File: config.mk
export PLATFORM = sky130hd
export DESIGN_NAME = pipeline_controller_flat
export DESIGN_NICKNAME = d
export VERILOG_FILES = /design/src/rtl/pipe_ctrl_pkg.sv /design/src/rtl/pipeline_controller_if.sv /design/src/rtl/pipe_perf_counter.sv /design/src/rtl/pipeline_controller.sv /design/src/flat_wrapper.sv
export SDC_FILE = /design/constraint.sdc
export NUM_CORES = 1
export LEC_CHECK = 0
export ABC_CLOCK_PERIOD_IN_PS = 1900
export CAP_MARGIN = 20
export CORE_ASPECT_RATIO = 1.75
export CORE_MARGIN = 2
export CORE_UTILIZATION = 32
export CTS_BUF_LIST = sky130_fd_sc_hd__clkbuf_4 sky130_fd_sc_hd__clkbuf_8
export DETAILED_ROUTE_END_ITERATION = 10
export PLACE_DENSITY = 0.82
export SETUP_SLACK_MARGIN = 0.02
export SLEW_MARGIN = 20
export SYNTH_ARGS = -nofsm -noshare
export SYNTH_HDL_FRONTEND = slang
export SYNTH_SLANG_ARGS = --single-unit
File: constraint.sdc
create_clock -name clk -period 1.9 [get_ports clk]
set_input_delay 0.38 -clock clk [delete_from_list [all_inputs] [get_ports clk]]
set_output_delay 0.38 -clock clk [all_outputs]
set_load 0.05 [all_outputs]
File: src/rtl/pipe_ctrl_pkg.sv
// Shared types and constants for the pipeline flow-control sequencer.
package pipe_ctrl_pkg;

    typedef enum logic [1:0] {
        RUN    = 2'd0,
        DRAIN  = 2'd1,
        HALTED = 2'd2
    } pipe_state_e;

    typedef struct packed {
        logic stall;
        logic flush;
    } stage_ctrl_t;

    // Advancing cycles spent in DRAIN before the pipeline is empty.
    localparam int DRAIN_CYCLES = 4;

endpackage

File: src/rtl/pipeline_controller_if.sv
// Hazard inputs, pipeline-register control pins and status of the flow-control block.
interface pipe_ctrl_if #(
    parameter int NUM_REGS = 32,
    parameter int CNT_W    = 32
);
    localparam int RIDX_W = $clog2(NUM_REGS);

    logic [RIDX_W-1:0] id_rs1_i;
    logic [RIDX_W-1:0] id_rs2_i;
    logic              id_rs1_used_i;
    logic              id_rs2_used_i;
    logic [RIDX_W-1:0] ex_rd_i;
    logic              ex_mem_read_i;
    logic              ex_redirect_i;
    logic              mem_req_i;
    logic              mem_ready_i;
    logic              halt_req_i;
    logic              resume_req_i;

    logic              pc_stall_o;
    logic              if_id_stall_o;
    logic              id_ex_stall_o;
    logic              ex_mem_stall_o;
    logic              mem_wb_stall_o;
    logic              if_id_flush_o;
    logic              id_ex_flush_o;
    logic              ex_mem_flush_o;
    logic              mem_wb_flush_o;
    logic              halted_o;
    logic [CNT_W-1:0]  stall_cycles_o;
    logic [CNT_W-1:0]  flush_events_o;

    // Datapath / debug side.
    modport master (
        output id_rs1_i, id_rs2_i, id_rs1_used_i, id_rs2_used_i, ex_rd_i,
               ex_mem_read_i, ex_redirect_i, mem_req_i, mem_ready_i,
               halt_req_i, resume_req_i,
        input  pc_stall_o, if_id_stall_o, id_ex_stall_o, ex_mem_stall_o,
               mem_wb_stall_o, if_id_flush_o, id_ex_flush_o, ex_mem_flush_o,
               mem_wb_flush_o, halted_o, stall_cycles_o, flush_events_o
    );

    // Controller side.
    modport slave (
        input  id_rs1_i, id_rs2_i, id_rs1_used_i, id_rs2_used_i, ex_rd_i,
               ex_mem_read_i, ex_redirect_i, mem_req_i, mem_ready_i,
               halt_req_i, resume_req_i,
        output pc_stall_o, if_id_stall_o, id_ex_stall_o, ex_mem_stall_o,
               mem_wb_stall_o, if_id_flush_o, id_ex_flush_o, ex_mem_flush_o,
               mem_wb_flush_o, halted_o, stall_cycles_o, flush_events_o
    );
endinterface

File: src/rtl/pipe_perf_counter.sv
// Wrapping event counter used for the optional stall/flush statistics.
module pipe_perf_counter #(
    parameter int CNT_W = 32
) (
    input  logic             clk,
    input  logic             rst_n,
    input  logic             en_i,
    output logic [CNT_W-1:0] count_o
);
    logic [CNT_W-1:0] count_q;

    always_ff @(posedge clk or negedge rst_n) begin
        if (!rst_n) begin
            count_q <= '0;
        end else if (en_i) begin
            count_q <= count_q + 1'b1;
        end
    end

    assign count_o = count_q;
endmodule

File: src/rtl/pipeline_controller.sv
// Flow-control sequencer: hazard resolution plus debug halt/drain for the 5-stage core.
// Optional statistics counters are built when PIPE_CTRL_PERF_EN is defined.
module pipeline_controller
    import pipe_ctrl_pkg::*;
#(
    parameter int NUM_REGS = 32,
    parameter int CNT_W    = 32
) (
    input  logic       clk,
    input  logic       rst_n,
    pipe_ctrl_if.slave bus
);
    localparam int RIDX_W = $clog2(NUM_REGS);

    localparam logic [1:0] S_RUN    = RUN;
    localparam logic [1:0] S_DRAIN  = DRAIN;
    localparam logic [1:0] S_HALTED = HALTED;

    logic [1:0] state_q, state_d;
    logic [1:0] cnt_q, cnt_d;
    logic       halted_q;

    logic [RIDX_W-1:0] rs1, rs2, rd;
    logic        mem_wait, load_use, redirect;
    logic        pc_stall;
    stage_ctrl_t if_id_c, id_ex_c, ex_mem_c, mem_wb_c;

    assign rs1      = bus.id_rs1_i;
    assign rs2      = bus.id_rs2_i;
    assign rd       = bus.ex_rd_i;
    assign redirect = bus.ex_redirect_i;
    assign mem_wait = bus.mem_req_i & ~bus.mem_ready_i;
    assign load_use = bus.ex_mem_read_i & (rd != '0) &
                      ((bus.id_rs1_used_i & (rs1 == rd)) |
                       (bus.id_rs2_used_i & (rs2 == rd)));

    always_comb begin
        state_d  = state_q;
        cnt_d    = cnt_q;
        pc_stall = 1'b0;
        if_id_c  = '0;
        id_ex_c  = '0;
        ex_mem_c = '0;
        mem_wb_c = '0;
        case (state_q)
            S_RUN: begin
                cnt_d = '0;
                if (mem_wait) begin
                    pc_stall       = 1'b1;
                    if_id_c.stall  = 1'b1;
                    id_ex_c.stall  = 1'b1;
                    ex_mem_c.stall = 1'b1;
                    mem_wb_c.flush = 1'b1;
                end else if (redirect) begin
                    if_id_c.flush  = 1'b1;
                    id_ex_c.flush  = 1'b1;
                end else if (load_use) begin
                    pc_stall       = 1'b1;
                    if_id_c.stall  = 1'b1;
                    id_ex_c.flush  = 1'b1;
                end
                if (bus.halt_req_i && !mem_wait && !redirect && !load_use) begin
                    state_d = S_DRAIN;
                end
            end
            S_DRAIN: begin
                // IF/ID is flushed every cycle, so its stall is never raised here.
                if_id_c.flush = 1'b1;
                pc_stall      = ~redirect | mem_wait;
                if (mem_wait) begin
                    id_ex_c.stall  = 1'b1;
                    ex_mem_c.stall = 1'b1;
                    mem_wb_c.flush = 1'b1;
                end else begin
                    id_ex_c.flush = redirect;
                    cnt_d         = cnt_q + 2'd1;
                    if (cnt_q == 2'(DRAIN_CYCLES - 1)) begin
                        state_d = S_HALTED;
                    end
                end
            end
            S_HALTED: begin
                pc_stall      = 1'b1;
                if_id_c.flush = 1'b1;
                if (bus.resume_req_i) begin
                    state_d = S_RUN;
                    cnt_d   = '0;
                end
            end
            default: begin
                state_d = S_RUN;
                cnt_d   = '0;
            end
        endcase
    end

    always_ff @(posedge clk or negedge rst_n) begin
        if (!rst_n) begin
            state_q  <= S_RUN;
            cnt_q    <= '0;
            halted_q <= 1'b0;
        end else begin
            state_q  <= state_d;
            cnt_q    <= cnt_d;
            halted_q <= (state_d == S_HALTED);
        end
    end

    // Combinational pins are forced low while reset is held.
    assign bus.pc_stall_o     = rst_n & pc_stall;
    assign bus.if_id_stall_o  = rst_n & if_id_c.stall;
    assign bus.id_ex_stall_o  = rst_n & id_ex_c.stall;
    assign bus.ex_mem_stall_o = rst_n & ex_mem_c.stall;
    assign bus.mem_wb_stall_o = rst_n & mem_wb_c.stall;
    assign bus.if_id_flush_o  = rst_n & if_id_c.flush;
    assign bus.id_ex_flush_o  = rst_n & id_ex_c.flush;
    assign bus.ex_mem_flush_o = rst_n & ex_mem_c.flush;
    assign bus.mem_wb_flush_o = rst_n & mem_wb_c.flush;
    assign bus.halted_o       = halted_q;

`ifdef PIPE_CTRL_PERF_EN
    pipe_perf_counter #(.CNT_W(CNT_W)) u_stall_cnt (
        .clk     (clk),
        .rst_n   (rst_n),
        .en_i    (pc_stall),
        .count_o (bus.stall_cycles_o)
    );

    pipe_perf_counter #(.CNT_W(CNT_W)) u_flush_cnt (
        .clk     (clk),
        .rst_n   (rst_n),
        .en_i    (redirect & ~mem_wait),
        .count_o (bus.flush_events_o)
    );
`else
    assign bus.stall_cycles_o = {CNT_W{1'b0}};
    assign bus.flush_events_o = {CNT_W{1'b0}};
`endif
endmodule

File: src/flat_wrapper.sv
// flat-port wrapper written by rule: the top's interface ports become plain ports
module pipeline_controller_flat import pipe_ctrl_pkg::*;
#(
    parameter int NUM_REGS = 32,
    parameter int CNT_W    = 32
)
  (clk, rst_n, bus_id_rs1_i, bus_id_rs2_i, bus_id_rs1_used_i, bus_id_rs2_used_i, bus_ex_rd_i, bus_ex_mem_read_i, bus_ex_redirect_i, bus_mem_req_i, bus_mem_ready_i, bus_halt_req_i, bus_resume_req_i, bus_pc_stall_o, bus_if_id_stall_o, bus_id_ex_stall_o, bus_ex_mem_stall_o, bus_mem_wb_stall_o, bus_if_id_flush_o, bus_id_ex_flush_o, bus_ex_mem_flush_o, bus_mem_wb_flush_o, bus_halted_o, bus_stall_cycles_o, bus_flush_events_o);
  pipe_ctrl_if #(.NUM_REGS(NUM_REGS), .CNT_W(CNT_W)) bus_i ();
  input  logic clk;
  input  logic rst_n;
  input wire logic [$bits(bus_i.id_rs1_i)-1:0] bus_id_rs1_i;
  input wire logic [$bits(bus_i.id_rs2_i)-1:0] bus_id_rs2_i;
  input wire logic [$bits(bus_i.id_rs1_used_i)-1:0] bus_id_rs1_used_i;
  input wire logic [$bits(bus_i.id_rs2_used_i)-1:0] bus_id_rs2_used_i;
  input wire logic [$bits(bus_i.ex_rd_i)-1:0] bus_ex_rd_i;
  input wire logic [$bits(bus_i.ex_mem_read_i)-1:0] bus_ex_mem_read_i;
  input wire logic [$bits(bus_i.ex_redirect_i)-1:0] bus_ex_redirect_i;
  input wire logic [$bits(bus_i.mem_req_i)-1:0] bus_mem_req_i;
  input wire logic [$bits(bus_i.mem_ready_i)-1:0] bus_mem_ready_i;
  input wire logic [$bits(bus_i.halt_req_i)-1:0] bus_halt_req_i;
  input wire logic [$bits(bus_i.resume_req_i)-1:0] bus_resume_req_i;
  output wire logic [$bits(bus_i.pc_stall_o)-1:0] bus_pc_stall_o;
  output wire logic [$bits(bus_i.if_id_stall_o)-1:0] bus_if_id_stall_o;
  output wire logic [$bits(bus_i.id_ex_stall_o)-1:0] bus_id_ex_stall_o;
  output wire logic [$bits(bus_i.ex_mem_stall_o)-1:0] bus_ex_mem_stall_o;
  output wire logic [$bits(bus_i.mem_wb_stall_o)-1:0] bus_mem_wb_stall_o;
  output wire logic [$bits(bus_i.if_id_flush_o)-1:0] bus_if_id_flush_o;
  output wire logic [$bits(bus_i.id_ex_flush_o)-1:0] bus_id_ex_flush_o;
  output wire logic [$bits(bus_i.ex_mem_flush_o)-1:0] bus_ex_mem_flush_o;
  output wire logic [$bits(bus_i.mem_wb_flush_o)-1:0] bus_mem_wb_flush_o;
  output wire logic [$bits(bus_i.halted_o)-1:0] bus_halted_o;
  output wire logic [$bits(bus_i.stall_cycles_o)-1:0] bus_stall_cycles_o;
  output wire logic [$bits(bus_i.flush_events_o)-1:0] bus_flush_events_o;
  assign bus_i.id_rs1_i = bus_id_rs1_i;
  assign bus_i.id_rs2_i = bus_id_rs2_i;
  assign bus_i.id_rs1_used_i = bus_id_rs1_used_i;
  assign bus_i.id_rs2_used_i = bus_id_rs2_used_i;
  assign bus_i.ex_rd_i = bus_ex_rd_i;
  assign bus_i.ex_mem_read_i = bus_ex_mem_read_i;
  assign bus_i.ex_redirect_i = bus_ex_redirect_i;
  assign bus_i.mem_req_i = bus_mem_req_i;
  assign bus_i.mem_ready_i = bus_mem_ready_i;
  assign bus_i.halt_req_i = bus_halt_req_i;
  assign bus_i.resume_req_i = bus_resume_req_i;
  assign bus_pc_stall_o = bus_i.pc_stall_o;
  assign bus_if_id_stall_o = bus_i.if_id_stall_o;
  assign bus_id_ex_stall_o = bus_i.id_ex_stall_o;
  assign bus_ex_mem_stall_o = bus_i.ex_mem_stall_o;
  assign bus_mem_wb_stall_o = bus_i.mem_wb_stall_o;
  assign bus_if_id_flush_o = bus_i.if_id_flush_o;
  assign bus_id_ex_flush_o = bus_i.id_ex_flush_o;
  assign bus_ex_mem_flush_o = bus_i.ex_mem_flush_o;
  assign bus_mem_wb_flush_o = bus_i.mem_wb_flush_o;
  assign bus_halted_o = bus_i.halted_o;
  assign bus_stall_cycles_o = bus_i.stall_cycles_o;
  assign bus_flush_events_o = bus_i.flush_events_o;
  pipeline_controller #(.NUM_REGS(NUM_REGS), .CNT_W(CNT_W)) u_core (.clk(clk), .rst_n(rst_n), .bus(bus_i));
endmodule
# Word level (Yosys, flattened, before mapping)
# Index checks and enable logic that the tools add are counted.
# totals
regBits,5
output_inout_bits,74
wordCells,60
# classes
n_addsub,1
eq_ne,8
n_mux,22
bitwise,15
reduce_logical,11
# op_table
operator,count
2-bit 2-to-1 mux,6
1-bit AND,11
1-bit 2-to-1 mux,11
5-bit equality test,2
2-bit case mux with 2 select lines,2
"2-bit equality test, second input constant",3
2-bit case mux with 3 select lines,1
5-bit nonzero test,1
"2-bit inequality test, second input constant",2
2-bit OR reduction,2
1-bit logical AND,3
1-bit logical NOT,3
1-bit case mux with 3 select lines,1
"2-bit by 1-bit adder with 2-bit output, second input constant",1
"2-bit by 1-bit equality test with 1-bit output, second input constant",1
2-bit logical NOT,1
1-bit NOT,2
1-bit OR,2
1-bit case mux with 2 select lines,1
2-bit AND reduction,1

# Depth between registers and ports, before layout
# logic_depth
depth_word,9
depth_mapped,7
ltp_nobuf,7

# Worst setup path before layout
# Ideal clock, no wire load.
# synth_timing
kind,reg2out
start,register u_core.state_q[1]
end,output bus_mem_wb_flush_o
arrival_time_ns,2.110
required_time_ns,1.520
path_slack_ns,-0.590
stages_incl_launch_ff,7
n_path_buf,2
cell_sequence,dfrtp_1 -> inv_1 -> ha_1 -> clkbuf_1 -> o21ai_0 -> nor2_1 -> buf_4
# synth_via
elab_chain_len,4
elab_cells_between_ends,5
cone_classes,1 x eq/ne; 1 x mux; 1 x bitwise; 2 x reduce/logical
# synth_rtl
element,line,rtl
start: declaration,pipeline_controller.sv:19,"logic [1:0] state_q, state_d;"
start signal: assignment,pipeline_controller.sv:103,state_q <= state_d;
2-bit by 1-bit equality test with 1-bit output / 2-bit logical NOT (equally long branches),n/a,
2-bit OR reduction (no line) *,n/a,
1-bit 2-to-1 mux *,n/a,
1-bit AND *,n/a,
end: declaration,flat_wrapper.sv:30,output wire logic [$bits(bus_i.mem_wb_flush_o)-1:0] bus_mem_wb_flush_o;
# Every way passes the cells marked *; elsewhere a longest branch is shown, timed or not.

# Worst setup path in the final report
# layout_timing
start,input bus_ex_rd_i[2]
end,output bus_if_id_stall_o
# layout_via
elab_chain_len,9
elab_cells_between_ends,13
cone_classes,2 x eq/ne; 4 x mux; 6 x bitwise; 1 x reduce/logical
# layout_rtl
element,line,rtl
start: declaration,flat_wrapper.sv:15,input wire logic [$bits(bus_i.ex_rd_i)-1:0] bus_ex_rd_i;
"5-bit equality test, on equally long branches","pipeline_controller.sv:34, pipeline_controller.sv:35",
"1-bit AND, on equally long branches","pipeline_controller.sv:34, pipeline_controller.sv:35",
1-bit OR,pipeline_controller.sv:34,((bus.id_rs1_used_i & (rs1 == rd)) |
1-bit AND *,pipeline_controller.sv:33,assign load_use = bus.ex_mem_read_i & (rd != '0) &
1-bit 2-to-1 mux *,pipeline_controller.sv:57,end else if (load_use) begin
1-bit 2-to-1 mux *,pipeline_controller.sv:54,end else if (redirect) begin
1-bit 2-to-1 mux *,pipeline_controller.sv:48,if (mem_wait) begin
1-bit 2-to-1 mux *,pipeline_controller.sv:45,case (state_q)
1-bit AND *,pipeline_controller.sv:111,assign bus.if_id_stall_o = rst_n & if_id_c.stall;
end: declaration,flat_wrapper.sv:23,output wire logic [$bits(bus_i.if_id_stall_o)-1:0] bus_if_id_stall_o;
# Marks and branches as above.

==> impl_metrics.yaml <==
run_status:
  status: "finished with violations"
  violations: "setup timing"
clock_tree:
  cts_tree: "built"
  clock_sinks: 5
  h-tree-depth: 1
  clk-insertion-delay-late_ns: 0.21
  clk_path_buf_depth: 2
  clk_pin_slew_worst_paths_ns: 0.03
  clock-root-buffer: "clkbuf_8"
  cts_buffers: 3
run:
  drv_cap: 0
timing:
  clock_skew_ns: 0.001048
  fmax_mhz: 492.8
  finalSetupViolCount: 3
  setup_tns_ns: -0.2623
  hold_violations: 0
  whs_ns: 0.3877
  finalCritPeriodShare_pct: 106.8
  drv_slew: 0
  rsz0062_at_grt: "true"
  fin_crit_ns: 2.029
  fin_ws_ns: -0.1290
grt:
  grt_overflow_total: 0
  grt_usage_pct: 12.68
  antenna_found_initial: 0
  grt_max_degree: 8
  grt_pass1_vias: 955
  grt_pass1_wl_mm: 3.981
synthesis:
  synth_warnings: 0
  synth-edff-count: 0
  ys_seq_elements: 5
  ys.flop_type: "dfrtp_1"
  synth.distinct_cells: 29
  syn-cell-area_um2: 1107
  synth_area_per_cell_um2: 7.743
  seq_area_frac_synth_pct: 11.30
  syn-instance-count: 143
  postSynth.asyncResetShare_pct: 100.0
die:
  dieArea_um2: 3965
  num_rows: 28
  initial_core_util_pct: 32.92
  ios: 99
  die_h_um: 81.82
  core_area_um2: 3363
  die_w_um: 48.47
layout:
  final_cell_mix: "conb_1 (66), buf_4 (25), dlygate4sd2_1 (9)"
  multiInputGateArea_um2: 845.8
  drive_gt1_share_pct: 34.67
  antennaDiodeCount: 0
  area_growth_pct: 46.89
  nets: 230
  layout.cells.non_filler: 244
  final_common_cell: "conb_1"
  fillerInstances: 325
  seq_area_um2: 125.1
drt:
  drtIter0Drc: 8
  post_drt_wl_per_cell_um: 10.26
  ant_nets: 0
  dr.pass1.iters: 3
  via_per_inst: 4.004
  vias: 977
  drc: 0
  drt_wl_total_mm: 2.503
critical_path:
  startpoint_type: "primary input"
  rr_endpoint: "u_core.bus.halted_o$_DFF_PN0_"
  required_ns: 1.52
  worstSetupPathType: "in -> out"
  path_max_fanout: 3
  worstPathArrival_ns: 1.65
  r2r_cells: 7
  critPathCapture: "bus_if_id_stall_o"
  r2r-start: "u_core.state_q[0]$_DFF_PN0_"
  cp-end-kind: "output port"
  cp-startpoint: "bus_ex_rd_i[2]"
  r2r_setup_slack_ns: 0.19
place:
  place.gp.congestion: 0.7779
  dp_hpwl_mm: 2.083
  dp_cells: 237
  numPortBuffers: 32
power:
  power.total_w: 0.001573
  irDropWorstVdd_mv: 0.4493
  power.leakage_nw: 0.8034
  p_per_area_nw_per_um2: 967.1
min_path:
  min_path_type: "in -> async"
[metal layers]
metal	track usage, %	share of wire [%]
met5	0	0
met4	4.286	1.4
met3	3.636	12
met2	27.64	55
met1	10.52	31
[power by group]
| group | internal, W | switching (W) |
|---|---|---|
| sequential | 0.000145 | 0.0000346 |
| clock | 0.000158 | 0.0000445 |
| combinational | 0.000465 | 0.000727 |
[stage by stage]
stage | instance area (um2) | setup slack, ns | utilization (%)
6_report | 1627 | -0.1290 | 48.36
5_1_grt | 1627 | -0.1491 | 48.36
4_1_cts | 1609 | -0.1287 | 47.84
3_5_place_dp | 1495 | -0.5495 | 44.46
3_3_place_gp | 1495 | -0.4894 | 44.46
2_1_floorplan | 1415 | -0.08926 | -
[worst min path at each step]
stage / startpoint / end / slack, ns / cells past startpoint
after global routing: rst_n / u_core.cnt_q[1]$_DFFE_PN0P_ / 0.42 / 2
after floorplan: rst_n / u_core.bus.halted_o$_DFF_PN0_ / 0.08 / 0
after global placement: u_core.cnt_q[1]$_DFFE_PN0P_ / u_core.cnt_q[1]$_DFFE_PN0P_ / 0.53 / 1
after CTS: rst_n / u_core.cnt_q[1]$_DFFE_PN0P_ / 0.38 / 2
after detailed placement: u_core.cnt_q[1]$_DFFE_PN0P_ / u_core.cnt_q[1]$_DFFE_PN0P_ / 0.53 / 1
final: rst_n / u_core.cnt_q[0]$_DFFE_PN0P_ / 0.39 / 2
[state kept, by name (all words and copies together), names as in the netlist]
register	count
u_core.cnt_q	2
u_core.state_q	2
u_core.bus.halted_o	1
[kinds of logic (layout without fill, tap and decap cells)]
logic type | count (synthesis) | after routing | share of synthesized area [%]
buf+inv | 73 | 64 | 47.46
simple gates | 26 | 26 | 12.09
compound gates | 22 | 22 | 14.24
xor+xnor | 10 | 10 | 7.909
fa+ha+maj | 5 | 5 | 5.650
flops | 5 | 5 | 11.30
other cells | 1 | 66 | 0.3387
mux | 1 | 1 | 1.017
[cell type report]
type                       count  share of cell area, %
timing repair buffer          57                  33.15
inverter                       3                 0.6923
multi-input combinational    130                  52.00
clock buffer                   4                  3.000
tap                           45                  3.462
sequential                     5                  7.692
[worst max-delay path: stages]
cell and delay [ns]:
buf_6 0.10, or4_4 0.51, o21a_1 0.23, nor3b_4 0.17
o2bb2ai_4 0.11, buf_6 0.15
[cells in the mapped netlist (2+ instances only)]
master	number	area share, %
a31oi_1	3	1.7
nor2b_1	4	2.3
a22o_1	3	2.4
dfrtp_1	5	11
a21oi_1	2	0.90
o22ai_1	3	1.7
inv_1	3	1.0
ha_1	5	5.6
clkbuf_1	3	1.0
nand4_1	2	1.1
o21ai_0	2	0.90
nor3_1	3	1.4
xnor2_1	10	7.9
o21a_1	4	2.7
buf_4	67	45
nor2_1	4	1.4
o2bb2ai_1	2	1.6
nand2_1	7	2.4
[what timing repair did]
| action | in CTS | in global routing |
|---|---|---|
| gates resized for setup | 57 | 10 |
| setup endpoints to repair | 10 | 10 |
| hold buffers | 0 | 0 |
| setup buffers | 3 | 0 |
| pin swaps | 19 | 8 |
Power figures use the tool's default switching activity.
